`src/rtl/uart_apb_tx_ctrl.sv`:
```
// uart_apb_tx_ctrl: APB master that initialises a 16550 console UART
// (LCR/DLL/DLM/LCR), then drains a small TX byte FIFO into THR, polling
// LSR.THRE before every byte.
module uart_apb_tx_ctrl #(
   parameter logic [31:0] BASE_ADDR  = 32'h1000_0000,
   parameter logic [15:0] DIVISOR    = 16'h0001,
   parameter logic [7:0]  LCR_VAL    = 8'h03,
   parameter int          FIFO_DEPTH = 8
) (
   input  logic        clock,
   input  logic        reset,
   input  logic        tx_valid,
   input  logic [7:0]  tx_data,
   output logic        tx_ready,
   output logic        init_done,
   output logic        err,
   output logic        out_psel,
   output logic        out_penable,
   output logic [31:0] out_paddr,
   output logic        out_pwrite,
   output logic [31:0] out_pwdata,
   output logic [3:0]  out_pstrb,
   output logic [2:0]  out_pprot,
   input  logic [31:0] out_prdata,
   input  logic        out_pready,
   input  logic        out_pslverr
);

   localparam int AW = $clog2(FIFO_DEPTH);
   localparam int CW = AW + 1;
   localparam logic [CW-1:0] FULL_CNT = CW'(FIFO_DEPTH);
   localparam logic [CW-1:0] CNT_ONE  = CW'(1);
   localparam logic [AW-1:0] PTR_ONE  = AW'(1);

   // UART register offsets from BASE_ADDR
   localparam logic [2:0] OFS_THR = 3'd0;   // also DLL while DLAB=1
   localparam logic [2:0] OFS_DLM = 3'd1;
   localparam logic [2:0] OFS_LCR = 3'd3;
   localparam logic [2:0] OFS_LSR = 3'd5;

   typedef enum logic [2:0] {INIT0, INIT1, INIT2, INIT3, IDLE, POLL, SEND} state_t;

   // What the current state wants on the bus
   typedef struct packed {
      logic [2:0] ofs;
      logic       wr;
      logic [7:0] wbyte;
   } apb_req_t;

   state_t          state, state_d;
   logic            psel_q, psel_d;
   logic            penable_q, penable_d;
   logic            init_done_q, err_q;
   logic            done_set, pop, push;
   apb_req_t        req;

   logic [7:0]      mem [FIFO_DEPTH];
   logic [AW-1:0]   wr_ptr, rd_ptr;
   logic [CW-1:0]   count;
   logic            full, empty;
   logic [7:0]      head;

   // LSR comes back byte-replicated; its copy in lane 1 matches paddr[1:0]=1
   logic [7:0]      lsr;
   logic            thre;
   logic            unused_prdata;

   assign lsr           = out_prdata[15:8];
   assign thre          = lsr[5];
   assign unused_prdata = ^{out_prdata[31:16], out_prdata[7:0], lsr[7:6], lsr[4:0]};

   // ---------------- TX FIFO ----------------
   assign full     = (count == FULL_CNT);
   assign empty    = (count == '0);
   assign tx_ready = reset & ~full;
   assign push     = tx_valid & tx_ready;
   assign head     = mem[rd_ptr];

   // Storage has no reset; only pointers and count define contents
   always_ff @(posedge clock) begin
      if (push) mem[wr_ptr] <= tx_data;
   end

   // Pointers and occupancy; simultaneous push/pop leaves count unchanged
   always_ff @(posedge clock) begin
      if (!reset) begin
         wr_ptr <= '0;
         rd_ptr <= '0;
         count  <= '0;
      end else begin
         if (push) wr_ptr <= wr_ptr + PTR_ONE;
         if (pop)  rd_ptr <= rd_ptr + PTR_ONE;
         case ({push, pop})
            2'b10:   count <= count + CNT_ONE;
            2'b01:   count <= count - CNT_ONE;
            default: count <= count;
         endcase
      end
   end

   // ---------------- APB request decode ----------------
   // Per-state register target and write byte
   always_comb begin
      req = '{ofs: OFS_THR, wr: 1'b0, wbyte: 8'h00};
      case (state)
         INIT0:   req = '{ofs: OFS_LCR, wr: 1'b1, wbyte: 8'h83};
         INIT1:   req = '{ofs: OFS_THR, wr: 1'b1, wbyte: DIVISOR[7:0]};
         INIT2:   req = '{ofs: OFS_DLM, wr: 1'b1, wbyte: DIVISOR[15:8]};
         INIT3:   req = '{ofs: OFS_LCR, wr: 1'b1, wbyte: LCR_VAL};
         POLL:    req = '{ofs: OFS_LSR, wr: 1'b0, wbyte: 8'h00};
         SEND:    req = '{ofs: OFS_THR, wr: 1'b1, wbyte: head};
         default: req = '{ofs: OFS_THR, wr: 1'b0, wbyte: 8'h00};
      endcase
   end

   // Bus fields are zero outside a transfer; state and head are frozen
   // during a transfer so these hold steady from SETUP to completion.
   assign out_psel    = psel_q;
   assign out_penable = penable_q;
   assign out_paddr   = psel_q ? (BASE_ADDR + {29'd0, req.ofs}) : 32'h0;
   assign out_pwrite  = psel_q & req.wr;
   assign out_pwdata  = out_pwrite ? {4{req.wbyte}} : 32'h0;
   assign out_pstrb   = out_pwrite ? (4'b0001 << out_paddr[1:0]) : 4'b0000;
   assign out_pprot   = 3'b000;
   assign init_done   = init_done_q;
   assign err         = err_q;

   // ---------------- FSM ----------------
   // Next state plus SETUP/ACCESS phase; advance only on pready
   always_comb begin
      state_d   = state;
      psel_d    = psel_q;
      penable_d = penable_q;
      pop       = 1'b0;
      done_set  = 1'b0;
      if (!psel_q) begin
         if (state == IDLE) begin
            if (!empty) begin
               state_d = POLL;
               psel_d  = 1'b1;
            end
         end else begin
            psel_d = 1'b1;      // INIT0 straight out of reset
         end
      end else if (!penable_q) begin
         penable_d = 1'b1;
      end else if (out_pready) begin
         penable_d = 1'b0;
         case (state)
            INIT0: state_d = INIT1;
            INIT1: state_d = INIT2;
            INIT2: state_d = INIT3;
            INIT3: begin
               state_d  = IDLE;
               psel_d   = 1'b0;
               done_set = 1'b1;
            end
            // an erroring poll counts as "not empty yet"
            POLL: begin
               if (thre && !out_pslverr) begin
                  state_d = SEND;
               end else begin
                  state_d = IDLE;
                  psel_d  = 1'b0;
               end
            end
            // byte leaves the FIFO even if the write errored
            SEND: begin
               state_d = IDLE;
               psel_d  = 1'b0;
               pop     = 1'b1;
            end
            default: begin
               state_d = IDLE;
               psel_d  = 1'b0;
            end
         endcase
      end
   end

   // State register, init flag and sticky error
   always_ff @(posedge clock) begin
      if (!reset) begin
         state       <= INIT0;
         psel_q      <= 1'b0;
         penable_q   <= 1'b0;
         init_done_q <= 1'b0;
         err_q       <= 1'b0;
      end else begin
         state       <= state_d;
         psel_q      <= psel_d;
         penable_q   <= penable_d;
         init_done_q <= init_done_q | done_set;
         err_q       <= err_q | (psel_q & penable_q & out_pready & out_pslverr);
      end
   end

endmodule
```
`config.mk`:
```
export PLATFORM = sky130hd
export DESIGN_NAME = uart_apb_tx_ctrl
export DESIGN_NICKNAME = d
export VERILOG_FILES = /design/src/rtl/uart_apb_tx_ctrl.sv
export SDC_FILE = /design/constraint.sdc
export NUM_CORES = 1
export LEC_CHECK = 0
export CAP_MARGIN = 20
export CORE_AREA = 10 10 106 108
export DETAILED_ROUTE_END_ITERATION = 6
export DIE_AREA = 0 0 116 118
export HOLD_SLACK_MARGIN = 0.08
export PLACE_DENSITY = 0.81
export SLEW_MARGIN = 15
export SYNTH_ARGS = -nofsm -noshare
export SYNTH_HDL_FRONTEND = slang
export SYNTH_SLANG_ARGS = --single-unit
export TNS_END_PERCENT = 5
```
`constraint.sdc`:
```
create_clock -name clock -period 4.65 [get_ports clock]
set_clock_uncertainty 0.2 [all_clocks]
set_input_delay 1.1625 -clock clock [delete_from_list [all_inputs] [get_ports clock]]
set_output_delay 1.1625 -clock clock [all_outputs]
set_load 0.03 [all_outputs]
```
==> results of run 1 <==
==> cell families after synthesis <==
logic type | synth area share, %
flops | 57.89
simple gates | 11.32
buf+inv | 12.79
compound gates | 6.114
mux | 8.921
xor+xnor | 1.310
fa+ha+maj | 1.560
other cells | 0.09348
==> power groups by stage <==
stage / Sequential (mW) / Combinational [mW] / Clock [mW]
floorplan: 0.846 / 0.135 / 0
global placement: 0.846 / 0.163 / 0
detailed placement: 0.847 / 0.166 / 0
CTS: 0.830 / 0.166 / 0.600
global route: 0.832 / 0.178 / 0.631
finish: 0.830 / 0.166 / 0.592
==> critical path: cells and delay by family, from the launching register on <==
family          cells  cell delay [ns]
buf+inv             2             1.09
flops               1             0.50
simple gates        1             0.26
compound gates      2             0.52
==> layout make-up <==
type / instances / area [um2]
clock inverter: 7 / 108.9
timing repair buffer: 65 / 633.1
clock buffer: 9 / 123.9
sequential: 84 / 2322
tap: 111 / 138.9
inverter: 3 / 11.26
multi-input combinational: 180 / 1292
fill: 745 / 4478
==> cells in the mapped netlist, drive strengths merged, types with 2 or more instances <==
| library cell | n | area, um2 |
|---|---|---|
| buf | 65 | 483.0 |
| edfxtp | 64 | 1922 |
| dfxtp | 20 | 400.4 |
| nand2 | 19 | 71.32 |
| mux4 | 13 | 296.5 |
| nor2 | 11 | 41.29 |
| a21oi | 10 | 50.05 |
| nor2b | 10 | 62.56 |
| nand2b | 8 | 50.05 |
| nand3 | 7 | 40.04 |
| o21ai | 7 | 35.03 |
| and2 | 6 | 37.54 |
| clkbuf | 5 | 18.77 |
| ha | 5 | 62.56 |
| mux2i | 5 | 50.05 |
| nor3 | 5 | 25.02 |
| a21boi | 4 | 30.03 |
| and3 | 3 | 18.77 |
| inv | 3 | 11.26 |
| nand3b | 3 | 22.52 |
| o21a | 3 | 22.52 |
| xnor2 | 3 | 26.28 |
| xor2 | 3 | 26.28 |
| a2111oi | 2 | 17.52 |
| nor3b | 2 | 20.02 |
| o22ai | 2 | 12.51 |
| or2 | 2 | 15.02 |
==> state kept, by name, summed over array words and instances (netlist names), named ones only <==
register     cells
count            4
err              1
mem             64
rd_ptr           3
out_penable      1
init_done        1
state            3
out_psel         1
wr_ptr           3
==> routing by layer <==
layer  global-route usage, %  part of all wire [%]  wire length, um
met3                   2.854                   8.3              656
met2                   19.75                    49             3897
met1                   12.21                    40             3173
met4                   6.495                   2.1              167
met5                       0                     0                0
==> final timing paths <==
check                                             end  slack (ns)  depth (start not counted)
worst max-delay path                   out_pwdata[31]        0.56                          5
worst min-delay path             init_done$_SDFF_PN0_        0.28                          1
worst max register to register  count[2]$_SDFFE_PN0P_        1.86                          9
worst min register to register   init_done$_SDFF_PN0_        0.28                          1
==> through the flow <==
stage / hold WS [ns] / cells / instance area [um2]
global placement: 0.2538 / 443 / 4398
finish: 0.2793 / 459 / 4631
floorplan: 0.2508 / 337 / 4128
CTS: 0.2847 / 459 / 4631
detailed placement: 0.2627 / 443 / 4398
global route: 0.2991 / 459 / 4631
==> results.md, run 1 <==
* Maximum vdd drop at roughly 0.00013 V
* DR iter-0 viols at 133
* Layout cells sized above 1 at about 12%
* Clk sink count at 84
* Slew Viols, Final at 0
* H-tree levels at 3
* Reg2Reg Launch Point: state[2]$_SDFFE_PN0P_
* Post-synth EDFFs at between 60 and 70
* Routability cong. at 0.7624
* Via-per-instance ratio at 5.113
* Synth Register Bits at 84
* Synth unique cells at 49
* Pwr Total at 1.588 mW
* Startpoint Class: flop
* Post-CTS setup buffers at 0
* All-Layer GR Usage at between 10% and 20%
* Antenna cells at 0
* Synth Flop Type: edfxtp_1
* Final hold vios at 0
* Hold WC Path Type: reg2reg
* Ys async rst share at 0%
* Logic pwr share at a little over a tenth
* Final wirelength at 7895 um
* Die Ht at about 120 um
* Cts hold-fix bufs at 0
* Outcome: finished, final reports clean
* CTS Root Cell: clkbuf_8
* Ports at between 100 and 150
* Critical path type: reg2out
* Slowest cell delay on critical path at 0.73 ns
* Port bufs at 58
* Fmax at approximately 240 MHz
* Clk buf depth at 2
* CP max FO at 13
* CTS tree: yes
* Clk network pwr share at a little under two fifths
* Final worst setup slack at 0.5641 ns
* Initial antenna violation count at 0
* Hold path start: init_done$_SDFF_PN0_
* Final worst path period share at a little under 90%
* Vias in the first global route at ~2.4k
* Most frequent cells in the layout: edfxtp_1 (64), clkdlybuf4s50_1 (58), conb_1 (32), dfxtp_1 (20), nand2_1 (19)
* Most common cell after layout, fill and taps aside: edfxtp_1
* Slowest cell on crit path: clkdlybuf4s50_1
* Core Box Area at 9109 um2
* Switching Share at ~25%
* # resized after CTS at 0
* Layout Nets at 393
* Cell Area, Synth at 4011 um2
* Synth Area per Inst at approximately 13 um2
* CP endpoint kind: output port
* Minimum clock period after layout at ~4 ns
* Fin util at 50.84%
* Full die area at between 10000 and 15000 um2
* Drt drc at 0
* Initial Util at between 40 and 50%
* Die width at 116 um
* CTS buffer count at 9
* CP arrival at 2.72 ns
* First-pass GRT wire length at 12120 um
* Power Dens Cells at between 300 and 400 nW/um2
* Pre-CTS WS at around 0.8 ns
* Worst Path Required at approximately 3.3 ns
* Hpwl dp at roughly 5700 um
* Seq pwr share at about 52%
* MaxCap Viol Count at 0
* DR WL/cell at around 17 um
* # rows at 35
* Setup TNS at 0 ns
* Clk slew on worst S/H paths at 0.08 ns
* Slew Limit Headroom at about 43%
* DRT antenna net count at 0
* Via count at about 2.3k
* Internal power at about 1.2 mW
* P_leak at approximately 1.6 nW
* Worst slew pin tran at around 0.85 ns
* Synth Instances at 306
* CP Cell Sequence: inv_1 > o311ai_0 > o31a_1 > nor3b_2 > clkdlybuf4s50_1
* Unrepaired setup endpoints after global routing: false
* Sw power at approximately 0.4 mW
* Final Setup Violations at 0
* Total grt overflow at 0
* Sequential fraction of the synthesis area at about 58%
* Synth warn at 0
* Largest net degree at the start of global routing at 22
* First-pass detailed-route iteration total at 4
* Clk Latency, worst-skew pair at around 0.36 ns
* Area grow syn2layout at 15.44%
Note: power is estimated with default switching activity, not from simulation.
==> run 2: changes to the inputs <==
--- a/config.mk
+++ b/config.mk
@@ -6,9 +6,9 @@
 export NUM_CORES = 1
 export LEC_CHECK = 0
 export CAP_MARGIN = 20
-export CORE_AREA = 10 10 106 108
+export CORE_AREA = 2 2 98 100
 export DETAILED_ROUTE_END_ITERATION = 6
-export DIE_AREA = 0 0 116 118
+export DIE_AREA = 0 0 100 102
 export HOLD_SLACK_MARGIN = 0.08
 export PLACE_DENSITY = 0.81
 export SLEW_MARGIN = 15
==> results.md, run 2 (synthesized netlist as in run 1, its figures left out) <==
* Outcome: finished, final reports clean
* Largest register FFs at 64
* Full die area at just over 10000 um2
* CTS Root Cell: clkbuf_8
* # resized after CTS at 0
* Area of placed instances at around 4400 um2
* H-tree levels at 3
* Die width at around 100 um
* Switching Share at between 20% and 30%
* Clk sink count at between 80 and 90
* MaxCap Viol Count at 0
* CTS tree: yes
* Antenna cells at 0
* Slew Viols, Final at 0
* CP max FO at 20
* Setup TNS at 0 ns
* Startpoint Class: flop
* Via count at 2329
* Clk Latency, worst-skew pair at between 0.3 and 0.4 ns
* Minimum clock period after layout at about 4.3 ns
* Initial Util at approximately 44%
* Hpwl dp at 4932 um
* Post-CTS setup buffers at 0
* Slew Limit Headroom at between 40% and 50%
* Final Non-Filler Cells at 457
* Final hold vios at 0
* Initial antenna violation count at 0
* # rows at 35
* P_leak at 1.573 nW
* CP endpoint kind: output port
* Drt drc at 0
* Total grt overflow at 0
* R2r worst-path depth at 9
* FF-to-FF End: count[2]$_SDFFE_PN0P_
* Routability cong. at between 0.7 and 0.8
* Power Dens Cells at between 300 and 400 nW/um2
* CTS buffer count at 9
* Largest regs: mem x64, count x4
* Layout cells sized above 1 at 11.27%
* Seq pwr share at around 54%
* Worst Path Required at 3.29 ns
* Reg2Reg Launch Point: state[2]$_SDFFE_PN0P_
* Port bufs at 58
* First-pass detailed-route iteration total at 4
* Via-per-instance ratio at ~5.1
* Area grow syn2layout at 14.66%
* Logic pwr share at between 10% and 20%
* FF-to-FF setup slack at ~1.9 ns
* Final worst path period share at 91.56%
* Maximum vdd drop at around 0.00016 V
* Layout Nets at slightly below 400
* Cts hold-fix bufs at 0
* Sw power at about 0.37 mW
* CP arrival at slightly below 3 ns
* Fmax at approximately 230 MHz
* DRT antenna net count at 0
* All-Layer GR Usage at 14.27%
* Clk slew on worst S/H paths at 0.08 ns
* Critical path type: reg2out
* Final Setup Violations at 0
* Die Ht at a little over 100 um
* Unrepaired setup endpoints after global routing: false
* Ports at roughly 120
* First-pass GRT wire length at between 10000 and 15000 um
* Dpl cells at about 440
* Hold WC Path Type: reg2reg
* Most frequent cells in the layout: edfxtp_1 (64), clkdlybuf4s50_1 (58), conb_1 (32), dfxtp_1 (20), nand2_1 (19)
* DR WL/cell at ~16 um
* Worst slew pin tran at 0.8532 ns
* Most common cell after layout, fill and taps aside: edfxtp_1
* Fin area at 4599 um2
* Internal power at roughly 1.2 mW
* Clk network pwr share at a little over a third
* Core Box Area at about 9100 um2
* Final wirelength at between 7000 and 8000 um
* DR iter-0 viols at between 100 and 150
* Largest reg by FF count: mem
* Clk buf depth at 2
* Worst setup path end: out_pwdata[24]
* Vias in the first global route at about 2.2k
* Largest net degree at the start of global routing at 22
## run 2: worst max-delay path, cell delays in order, from the launching register on
cell	delay, ns
dfxtp_1	0.87
mux4_2	0.61
o2111a_1	0.25
o21a_1	0.22
clkdlybuf4s50_1	0.60
## run 2: worst min-delay path by stage
stage | start | endpoint | slack (ns) | depth (start not counted)
2_1_floorplan | count[3]$_SDFFE_PN0P_ | count[3]$_SDFFE_PN0P_ | 0.25 | 2
3_3_place_gp | init_done$_SDFF_PN0_ | init_done$_SDFF_PN0_ | 0.26 | 1
3_5_place_dp | init_done$_SDFF_PN0_ | init_done$_SDFF_PN0_ | 0.26 | 1
4_1_cts | init_done$_SDFF_PN0_ | init_done$_SDFF_PN0_ | 0.28 | 1
5_1_grt | init_done$_SDFF_PN0_ | init_done$_SDFF_PN0_ | 0.32 | 1
6_report | init_done$_SDFF_PN0_ | init_done$_SDFF_PN0_ | 0.28 | 1
## run 2: metal layers
| layer | share of wire, % | up-vias | GRT usage, % |
|---|---|---|---|
| li1 | - | 1092 | - |
| met1 | 40 | 1132 | 18.01 |
| met2 | 52 | 99 | 23.96 |
| met3 | 6.7 | 6 | 2.873 |
| met4 | 1.2 | 0 | 6.533 |
| met5 | 0 | - | 0 |
## run 2: metrics by stage
| stage | utilization, % | hold slack (ns) | setup WS [ns] | power [mW] |
|---|---|---|---|---|
| after floorplan | - | 0.2508 | 1.405 | 0.9813 |
| after global placement | 48.12 | 0.2592 | 0.7251 | 1.006 |
| after detailed placement | 48.12 | 0.2605 | 0.7360 | 1.011 |
| after CTS | 50.49 | 0.2826 | 0.3485 | 1.553 |
| after global routing | 50.49 | 0.3186 | 0.2322 | 1.598 |
| final | 50.49 | 0.2759 | 0.3927 | 1.544 |
## run 2: layout make-up
| type | count | area, um2 |
|---|---|---|
| Fill cell | 754 | 4509 |
| Sequential cell | 84 | 2322 |
| Multi-Input combinational cell | 180 | 1292 |
| Timing Repair Buffer | 63 | 618.1 |
| Tap cell | 111 | 138.9 |
| Clock buffer | 10 | 127.6 |
| Clock inverter | 6 | 88.84 |
| Inverter | 3 | 11.26 |
## run 2: power by group through the flow
stage / Clock (mW) / Sequential, mW / Combinational, mW
5_1_grt: 0.592 / 0.834 / 0.172
4_1_cts: 0.560 / 0.832 / 0.162
3_3_place_gp: 0 / 0.848 / 0.158
3_5_place_dp: 0 / 0.849 / 0.162
2_1_floorplan: 0 / 0.846 / 0.135
6_report: 0.550 / 0.832 / 0.162
==> run 3: changes to the inputs <==
--- a/config.mk
+++ b/config.mk
@@ -11,7 +11,6 @@
 export DIE_AREA = 0 0 100 102
 export HOLD_SLACK_MARGIN = 0.08
 export PLACE_DENSITY = 0.81
-export SLEW_MARGIN = 15
 export SYNTH_ARGS = -nofsm -noshare
 export SYNTH_HDL_FRONTEND = slang
 export SYNTH_SLANG_ARGS = --single-unit
==> results of run 3 <==
Final layout, timing and power as in run 2 (identical DEF).
